### src/rtl/scpad_pkg.sv
// Shared scratchpad widths and the request/response/metadata types that move
// between the head, stomach and tail stages of a scratchpad bank.
package scpad_pkg;

    localparam int SCPAD_ID_WIDTH   = 2;
    localparam int NUM_SCPADS       = 1 << SCPAD_ID_WIDTH;
    localparam int SCPAD_ADDR_WIDTH = 10;
    localparam int SCPAD_ROW_WIDTH  = 64;
    localparam int MAX_READ_LAT     = 4;

    typedef enum logic {
        SRC_FE = 1'b0,
        SRC_BE = 1'b1
    } src_t;

    typedef struct packed {
        logic                        valid;
        logic                        write;
        src_t                        src;
        logic [SCPAD_ADDR_WIDTH-1:0] addr;
        logic [SCPAD_ROW_WIDTH-1:0]  wdata;
    } sel_req_t;

    typedef struct packed {
        logic                       valid;
        logic                       write;
        src_t                       src;
        logic [SCPAD_ROW_WIDTH-1:0] rdata;
    } sel_res_t;

    typedef struct packed {
        logic valid;
        logic write;
        src_t src;
    } stomach_meta_t;

    // Counter width able to hold 0..lat outstanding requests.
    function automatic int outstanding_width(input int lat);
        return (lat < 1) ? 1 : $clog2(lat + 1);
    endfunction

endpackage

### src/rtl/scpad_if.sv
// Per-bank handshake bundle between head, stomach and tail; every signal is
// arrayed by bank index so all banks share one interface instance.
interface scpad_if;
    import scpad_pkg::*;

    sel_req_t head_stomach_req   [NUM_SCPADS];
    logic     head_stomach_ready [NUM_SCPADS];
    sel_res_t stomach_tail_res   [NUM_SCPADS];
    logic     stomach_idle       [NUM_SCPADS];

    modport spad_stomach (
        input  head_stomach_req,
        output head_stomach_ready,
        output stomach_tail_res,
        output stomach_idle
    );

    modport slave (
        input  head_stomach_req,
        output head_stomach_ready,
        output stomach_tail_res,
        output stomach_idle
    );

    modport master (
        output head_stomach_req,
        input  head_stomach_ready,
        input  stomach_tail_res,
        input  stomach_idle
    );

endinterface

### src/rtl/latch.sv
// Single pipeline register of any packed type, cleared asynchronously so that
// in-flight metadata vanishes the moment reset asserts.
module latch #(
    parameter type T = logic
) (
    input  logic clk,
    input  logic n_rst,
    input  T     d,
    output T     q
);

    always_ff @(posedge clk or negedge n_rst) begin
        if (!n_rst) begin
            q <= '0;
        end else begin
            q <= d;
        end
    end

endmodule

### src/rtl/stomach.sv
// Scratchpad bank stomach: issues accepted head requests straight to the SRAM
// and re-times their metadata so every response meets its read data READ_LAT later.
module stomach
    import scpad_pkg::*;
#(
    parameter logic [SCPAD_ID_WIDTH-1:0] IDX      = '0,
    parameter int                        READ_LAT = 2
) (
    input  logic                        clk,
    input  logic                        n_rst,
    scpad_if.spad_stomach               spad,
    output logic                        sram_en,
    output logic                        sram_we,
    output logic [SCPAD_ADDR_WIDTH-1:0] sram_addr,
    output logic [SCPAD_ROW_WIDTH-1:0]  sram_wdata,
    input  logic [SCPAD_ROW_WIDTH-1:0]  sram_rdata,
    input  logic                        sram_busy
);

    localparam int CNT_W = outstanding_width(READ_LAT);

    sel_req_t      req;
    sel_res_t      tail_res;
    logic          ready;
    logic          accept;
    logic          respond;
    stomach_meta_t meta_in;
    stomach_meta_t stage [READ_LAT];
    stomach_meta_t last;

    logic [CNT_W-1:0] outstanding_reg;
    logic [CNT_W-1:0] outstanding_next;

    assign req   = spad.head_stomach_req[IDX];
    assign ready = !sram_busy;

    // Ready ignores reset, but nothing may be accepted while reset is held.
    assign accept = req.valid && ready && n_rst;

    assign spad.head_stomach_ready[IDX] = ready;

    always_comb begin
        sram_en    = 1'b0;
        sram_we    = 1'b0;
        sram_addr  = '0;
        sram_wdata = '0;
        if (accept) begin
            sram_en    = 1'b1;
            sram_we    = req.write;
            sram_addr  = req.addr;
            sram_wdata = req.wdata;
        end
    end

    always_comb begin
        meta_in = '0;
        if (accept) begin
            meta_in.valid = 1'b1;
            meta_in.write = req.write;
            meta_in.src   = req.src;
        end
    end

    genvar gi;
    generate
        for (gi = 0; gi < READ_LAT; gi++) begin : g_stage
            if (gi == 0) begin : g_head
                latch #(.T(stomach_meta_t)) u_latch (
                    .clk   (clk),
                    .n_rst (n_rst),
                    .d     (meta_in),
                    .q     (stage[gi])
                );
            end else begin : g_body
                latch #(.T(stomach_meta_t)) u_latch (
                    .clk   (clk),
                    .n_rst (n_rst),
                    .d     (stage[gi-1]),
                    .q     (stage[gi])
                );
            end
        end
    endgenerate

    assign last    = stage[READ_LAT-1];
    assign respond = last.valid;

    // Read data is only meaningful in the cycle a read's metadata surfaces.
    always_comb begin
        tail_res       = '0;
        tail_res.valid = last.valid;
        tail_res.write = last.write;
        tail_res.src   = last.src;
        if (last.valid && !last.write) begin
            tail_res.rdata = sram_rdata;
        end
    end

    assign spad.stomach_tail_res[IDX] = tail_res;

    always_comb begin
        outstanding_next = outstanding_reg;
        if (accept && !respond) begin
            outstanding_next = outstanding_reg + CNT_W'(1);
        end else if (!accept && respond) begin
            outstanding_next = outstanding_reg - CNT_W'(1);
        end
    end

    always_ff @(posedge clk or negedge n_rst) begin
        if (!n_rst) begin
            outstanding_reg <= '0;
        end else begin
            outstanding_reg <= outstanding_next;
        end
    end

    assign spad.stomach_idle[IDX] = (outstanding_reg == '0) && !req.valid;

endmodule

### src/flat_wrapper.sv
// flat-port wrapper written by rule: the top's interface ports become plain ports
module stomach_flat import scpad_pkg::*;
#(
    parameter logic [SCPAD_ID_WIDTH-1:0] IDX      = '0,
    parameter int                        READ_LAT = 2
)
  (clk, n_rst, sram_en, sram_we, sram_addr, sram_wdata, sram_rdata, sram_busy, spad_head_stomach_req, spad_head_stomach_ready, spad_stomach_tail_res, spad_stomach_idle);
  scpad_if spad_i ();
  input  logic clk;
  input  logic n_rst;
  output logic sram_en;
  output logic sram_we;
  output logic [SCPAD_ADDR_WIDTH-1:0] sram_addr;
  output logic [SCPAD_ROW_WIDTH-1:0] sram_wdata;
  input  logic [SCPAD_ROW_WIDTH-1:0] sram_rdata;
  input  logic sram_busy;
  input wire logic [$bits(spad_i.head_stomach_req)-1:0] spad_head_stomach_req;
  output wire logic [$bits(spad_i.head_stomach_ready)-1:0] spad_head_stomach_ready;
  output wire logic [$bits(spad_i.stomach_tail_res)-1:0] spad_stomach_tail_res;
  output wire logic [$bits(spad_i.stomach_idle)-1:0] spad_stomach_idle;
  assign spad_i.head_stomach_req = {>>{spad_head_stomach_req}};
  assign spad_head_stomach_ready = {>>{spad_i.head_stomach_ready}};
  assign spad_stomach_tail_res = {>>{spad_i.stomach_tail_res}};
  assign spad_stomach_idle = {>>{spad_i.stomach_idle}};
  stomach #(.IDX(IDX), .READ_LAT(READ_LAT)) u_core (.clk(clk), .n_rst(n_rst), .spad(spad_i), .sram_en(sram_en), .sram_we(sram_we), .sram_addr(sram_addr), .sram_wdata(sram_wdata), .sram_rdata(sram_rdata), .sram_busy(sram_busy));
endmodule
### config.mk
export PLATFORM = sky130hd
export DESIGN_NAME = stomach_flat
export DESIGN_NICKNAME = d
export VERILOG_FILES = /design/src/rtl/scpad_pkg.sv /design/src/rtl/scpad_if.sv /design/src/rtl/latch.sv /design/src/rtl/stomach.sv /design/src/flat_wrapper.sv
export SDC_FILE = /design/constraint.sdc
export NUM_CORES = 1
export LEC_CHECK = 0
export CORE_AREA = 2 2 281 283
export DETAILED_ROUTE_END_ITERATION = 8
export DIE_AREA = 0 0 283 285
export GPL_ROUTABILITY_DRIVEN = 1
export PLACE_DENSITY = 0.32
export SLEW_MARGIN = 20
export SYNTH_ARGS = -nofsm -noshare
export SYNTH_HDL_FRONTEND = slang
export SYNTH_SLANG_ARGS = --single-unit
export TNS_END_PERCENT = 50
### constraint.sdc
create_clock -name clk -period 2.9 [get_ports clk]
set_input_delay 0.87 -clock clk [delete_from_list [all_inputs] [get_ports clk]]
set_output_delay 0.87 -clock clk [all_outputs]
set_load 0.01 [all_outputs]
==> flow_summary.ini <==
[outcome]
status = finished, final reports clean

[worst_setup_path]
critPathTopFamily = buffers and inverters
crit_fanout = 1
cpMostUsedCell = clkdlybuf4s50_1
critical_path_buf_inv_count = 2
critical_path_class = input pin to output port
slowest_stage = clkdlybuf4s50_1
worst_ep_required_time_ns = 2.03
end_kind = output port
slowest_delay_ns = 0.55
arrival_ns = 1.99
path_cells = clkdlybuf4s50_1, and2_1, clkdlybuf4s50_1
startpoint_type = input pin

[grt]
gr-total-overflow = 0
grt_usage = 0.0275
antenna_found_initial = 3
grt_pass1_vias = 2886
grt_pass1_wl_um = 16800
grt_max_degree = 65

[routing]
dr_wl_met3_um = 1920
drcViolationCount = 0
firstDrtPassIters = 2
dr_wl_met2_um = 7070
vias_per_cell = 1.69
top_layer = met4
routedWlPerCell_um = 7.02
vias = 2934
drtAntennaViolNets = 0
m1WireLength_um = 3050
drtIter0Drc = 32
wl_um = 12200

[floorplanning]
die_w_um = 283
start_util = 0.0361
rows = 103
die_h_um = 285
core_um2 = 78000
die-area_um2 = 80700
ios = 727

[synth]
synth-xor-area-share = 0.00934
netlist.area_leader.share = 0.555
synth_simple_gate_area_frac = 0.322
synth_area_um2 = 2810
synth_compound_gate_area_share = 0
yosys.area_share.adder = 0.00445
synth_top_family_by_area = buffers and inverters
yosysWarnings = 207
yosysUniqueCellTypes = 15
ys_seq_area_frac = 0.0711
yosys.area.top_type = buf_4
synthMuxAreaShare = 0
synth.avg_cell_area_um2 = 7.39
ys_ff_latch = 8
synthCells = 381
synthTopCellsByArea = buf_4 (55%), and2_1 (31%), dfrtp_1 (7.1%)

[pwr]
power_switching_uw = 328
powerDensity_nw_per_um2 = 148
internal-power_uw = 628
p_sw_frac = 0.343
pwr-share-clk = 0.238
power_frac_comb = 0.612
p_seq_frac = 0.150
irDropWorstVdd_uv = 108
leakagePower_nw = 2.83

[min_path]
min_path_type = flop to flop

[timing]
finalCritPeriodShare = 0.985
max_freq_mhz = 350
fin_tns_setup_ns = 0
final-setup-viol-count = 0
fin_skew_ns = 0.000292
drv_slew = 0
hold_slack_ns = 0.342
period_needed_ns = 2.86
finalHoldViolations = 0

[clock_tree]
cts.clk_slew.worst_paths_ns = 0.04
cts.sinks = 8
ctsRootBufferMaster = clkbuf_16
htree_levels = 1
cts_max_path_buffers = 2
insertion_delay_ns = 0.23
cts_tree = done
cts_buffers = 3

[finish]
synthToLayoutAreaGrowth_pct = 129
drive_gt1_frac = 0.191
final_util = 0.0827
fill_cells = 9189
layout.nets = 1059
final_cells = 1732

[placed_design]
dp_cells = 1710
hpwlAfterDp_um = 10800
portBuffers = 288
place_congestion = 0.809

[run]
cap_violations = 0
cells in the mapped netlist:
master    instances
buf_4           208
nor2_4            1
nor2_1            1
inv_2             2
and2_1          140
xnor2_1           1
xor2_1            2
conb_1            1
dfrtp_1           8
clkbuf_2          9
and3_4            1
ha_1              1
buf_2             1
buf_6             4
nor3_1            1
power groups by stage:
stage	combinational (mW)	clock, mW	sequential (mW)
2_1_floorplan	0.434	0	0.143
4_1_cts	0.597	0.233	0.144
5_1_grt	0.635	0.240	0.147
3_5_place_dp	0.557	0	0.145
3_3_place_gp	0.562	0	0.145
6_report	0.585	0.227	0.144
layout make-up:
| type | instances | area, µm² | area share |
|---|---|---|---|
| repair buffers | 313 | 3060 | 0.474 |
| multi-input cells | 355 | 1780 | 0.276 |
| well taps | 1050 | 1310 | 0.204 |
| flip-flops and latches | 8 | 200 | 0.0310 |
| clock buffers | 3 | 75.1 | 0.0116 |
| inverters | 2 | 20.0 | 0.00310 |
| diodes | 1 | 2.50 | 0.000388 |
through the flow:
| stage | area [µm²] | setup slack (ns) | power [mW] |
|---|---|---|---|
| 6_report | 6450 | 0.0421 | 0.956 |
| 5_1_grt | 6450 | -0.000234 | 1.02 |
| 4_1_cts | 6510 | -0.0598 | 0.974 |
| 3_5_place_dp | 6210 | -0.851 | 0.702 |
| 3_3_place_gp | 6210 | -0.844 | 0.708 |
| 2_1_floorplan | 3590 | 0.552 | 0.577 |
cells in the final DEF, fill, tap and decap left out, types with 2 or more instances in the layout:
cell type / count
and2_1: 117
and2_4: 23
buf_12: 7
buf_16: 4
buf_2: 48
buf_4: 9
buf_6: 29
clkbuf_16: 3
clkdlybuf4s15_1: 4
clkdlybuf4s15_2: 2
clkdlybuf4s50_1: 194
conb_1: 207
dfrtp_1: 8
dlygate4sd2_1: 9
dlymetal6s2s_1: 6
xor2_1: 2
final timing paths:
| check | from | to | slack [ns] | depth (start not counted) |
|---|---|---|---|---|
| min reg2reg | u_core.g_stage[0].g_head.u_latch.q[0] | u_core.g_stage[1].g_body.u_latch.q[0] | 0.34 | 0 |
| max | sram_rdata[17] | spad_stomach_tail_res[218] | 0.04 | 3 |
| max reg2reg | u_core.g_stage[1].g_body.u_latch.q[2] | u_core.outstanding_reg[1] | 1.81 | 4 |
| min | u_core.g_stage[0].g_head.u_latch.q[0] | u_core.g_stage[1].g_body.u_latch.q[0] | 0.34 | 0 |
| max in group asynchronous | n_rst | u_core.g_stage[1].g_body.u_latch.q[0] | 2.20 | 2 |
| min in group asynchronous | n_rst | u_core.g_stage[1].g_body.u_latch.q[2] | 0.57 | 2 |
cell families (layout without fill, tap and decap cells):
kind of cell  count (synthesis)  count (layout)
buf+inv                     224             318
simple gates                144             144
flops                         8               8
xor+xnor                      3               3
fa+ha+maj                     1               1
other cells                   1             208
repair_timing:
item,CTS,global route
resized for setup,375,15
hold buffers,0,0
cloned,5,0
pin swaps,15,1
endpoints found under the setup margin,85,52
buffers inserted,16,0
per-layer routing:
| metal | vias up | global-route usage |
|---|---|---|
| met5 | - | 0 |
| met4 | 0 | 0.00665 |
| met3 | 8 | 0.0128 |
| met2 | 362 | 0.0614 |
| met1 | 1246 | 0.0196 |
| li1 | 1318 | - |
Power figures use the tool's default switching activity.
==> edit (same flow settings) <==
Change the package constant `SCPAD_ADDR_WIDTH` from 10 to 9.
--- a/src/rtl/scpad_pkg.sv
+++ b/src/rtl/scpad_pkg.sv
@@ -6,3 +6,3 @@
     localparam int NUM_SCPADS       = 1 << SCPAD_ID_WIDTH;
-    localparam int SCPAD_ADDR_WIDTH = 10;
+    localparam int SCPAD_ADDR_WIDTH = 9;
     localparam int SCPAD_ROW_WIDTH  = 64;
Ports: changed (resized spad_head_stomach_req and sram_addr); port bits go from 727 to 722. No check against the original RTL was run, so the function may have changed too.
==> edit against the unedited design <==
- sequential cell count stayed put
- final area is 1.8% higher
- register-to-register slack worse by 0.02 ns
- highest routed layer unchanged
- wire length is 5.0% lower
- critical path depth is 6 higher
- critical path type unchanged
- area after synthesis stayed put
- worst setup slack worse by 0.035 ns
- total power is 1.7% higher
==> edit: results <==
export IMPL_postCtsSetupBuffers=10
export IMPL_cp_max_fo=7
export IMPL_async_flop_share=1.00
export IMPL_place_gp_congestion=0.821
export IMPL_fin_hold_ws_ns=0.347
export IMPL_layout_setup_ws_ns=0.00752
export IMPL_nNetsFinal=1052
export IMPL_synth_xor_area_frac=0.00934
export IMPL_wl_mm=11.6
export IMPL_synth_common_cells="buf_4, and2_1, clkbuf_2, dfrtp_1, buf_6"
export IMPL_endpoint="sram_wdata[54]"
export IMPL_skew_ns=0.00142
export IMPL_reg2reg_slack_ns=1.79
export IMPL_num_vias=2903
export IMPL_grt_pass1_vias=2844
export IMPL_cpMaxStageDelayCell="and3_4"
export IMPL_comb_cell_power_uw=605
export IMPL_synth_area_mux_share=0
export IMPL_synth_area_leaders="buf_4, and2_1, dfrtp_1, buf_6, clkbuf_2"
export IMPL_multi_input_area_mm2=0.00182
export IMPL_crit_path_start="sram_busy"
export IMPL_fillers=9136
export IMPL_htreeDepth=1
export IMPL_status="completed"
export IMPL_dpl_cell_area_mm2=0.00623
export IMPL_synth_edff_count=0
export IMPL_grt_pass1_wl_mm=16.1
export IMPL_antenna_found_initial=1
export IMPL_dp_hpwl_mm=10.0
export IMPL_num_antenna_cells=0
export IMPL_ir_drop_uv=82.8
export IMPL_totalPowerFinal_uw=972
export IMPL_powerSeq_uw=144
export IMPL_drt_iter0_markers=23
export IMPL_synth_compound_area_frac=0
export IMPL_cts_max_path_buffers=2
export IMPL_power_leakage_nw=2.83
export IMPL_port_buffers=286
export IMPL_r2r_cells=5
export IMPL_cts_resized_gates=343
export IMPL_slowest_delay_ns=0.20
export IMPL_p_int_uw=641
export IMPL_pre_cts_ws_ns=-0.767
export IMPL_drive_gt1_frac=0.220
export IMPL_synthFlopType="dfrtp_1"
export IMPL_ys_seq_area_frac=0.0711
export IMPL_crit_arrival_ns=2.02
export IMPL_wire_per_inst_um=6.69
export IMPL_syn_inst=380
export IMPL_grt_usage=0.0259
-- edit: cell count changes in the layout (fill, tap and decap cells not counted), moves of 3 or more --
cell / unedited run / this run
and2_1: 117 / 99
and2_4: 23 / 39
buf_6: 29 / 40
clkdlybuf4s15_1: 4 / 1
buf_2: 48 / 16
clkbuf_2: 0 / 22
-- edit: final cells by class --
cell class | count | area share
Tap cell | 1050 | 0.200
Sequential cell | 8 | 0.0305
Timing Repair Buffer | 311 | 0.478
Inverter | 2 | 0.00305
Multi-Input combinational cell | 354 | 0.276
Clock buffer | 3 | 0.0114
-- edit: worst max-delay path, delay by kind of cell --
| kind | cells | cell delay (ns) |
|---|---|---|
| buffers and inverters | 7 | 0.78 |
| and+or+nand+nor | 2 | 0.35 |
-- edit: layer usage --
metal / track usage / up-vias / routed length [um]
met5: 0 / - / 0
met4: 0.00598 / 0 / 71
met1: 0.0202 / 1230 / 3160
li1: - / 1308 / -
met3: 0.00992 / 2 / 1660
met2: 0.0574 / 363 / 6660
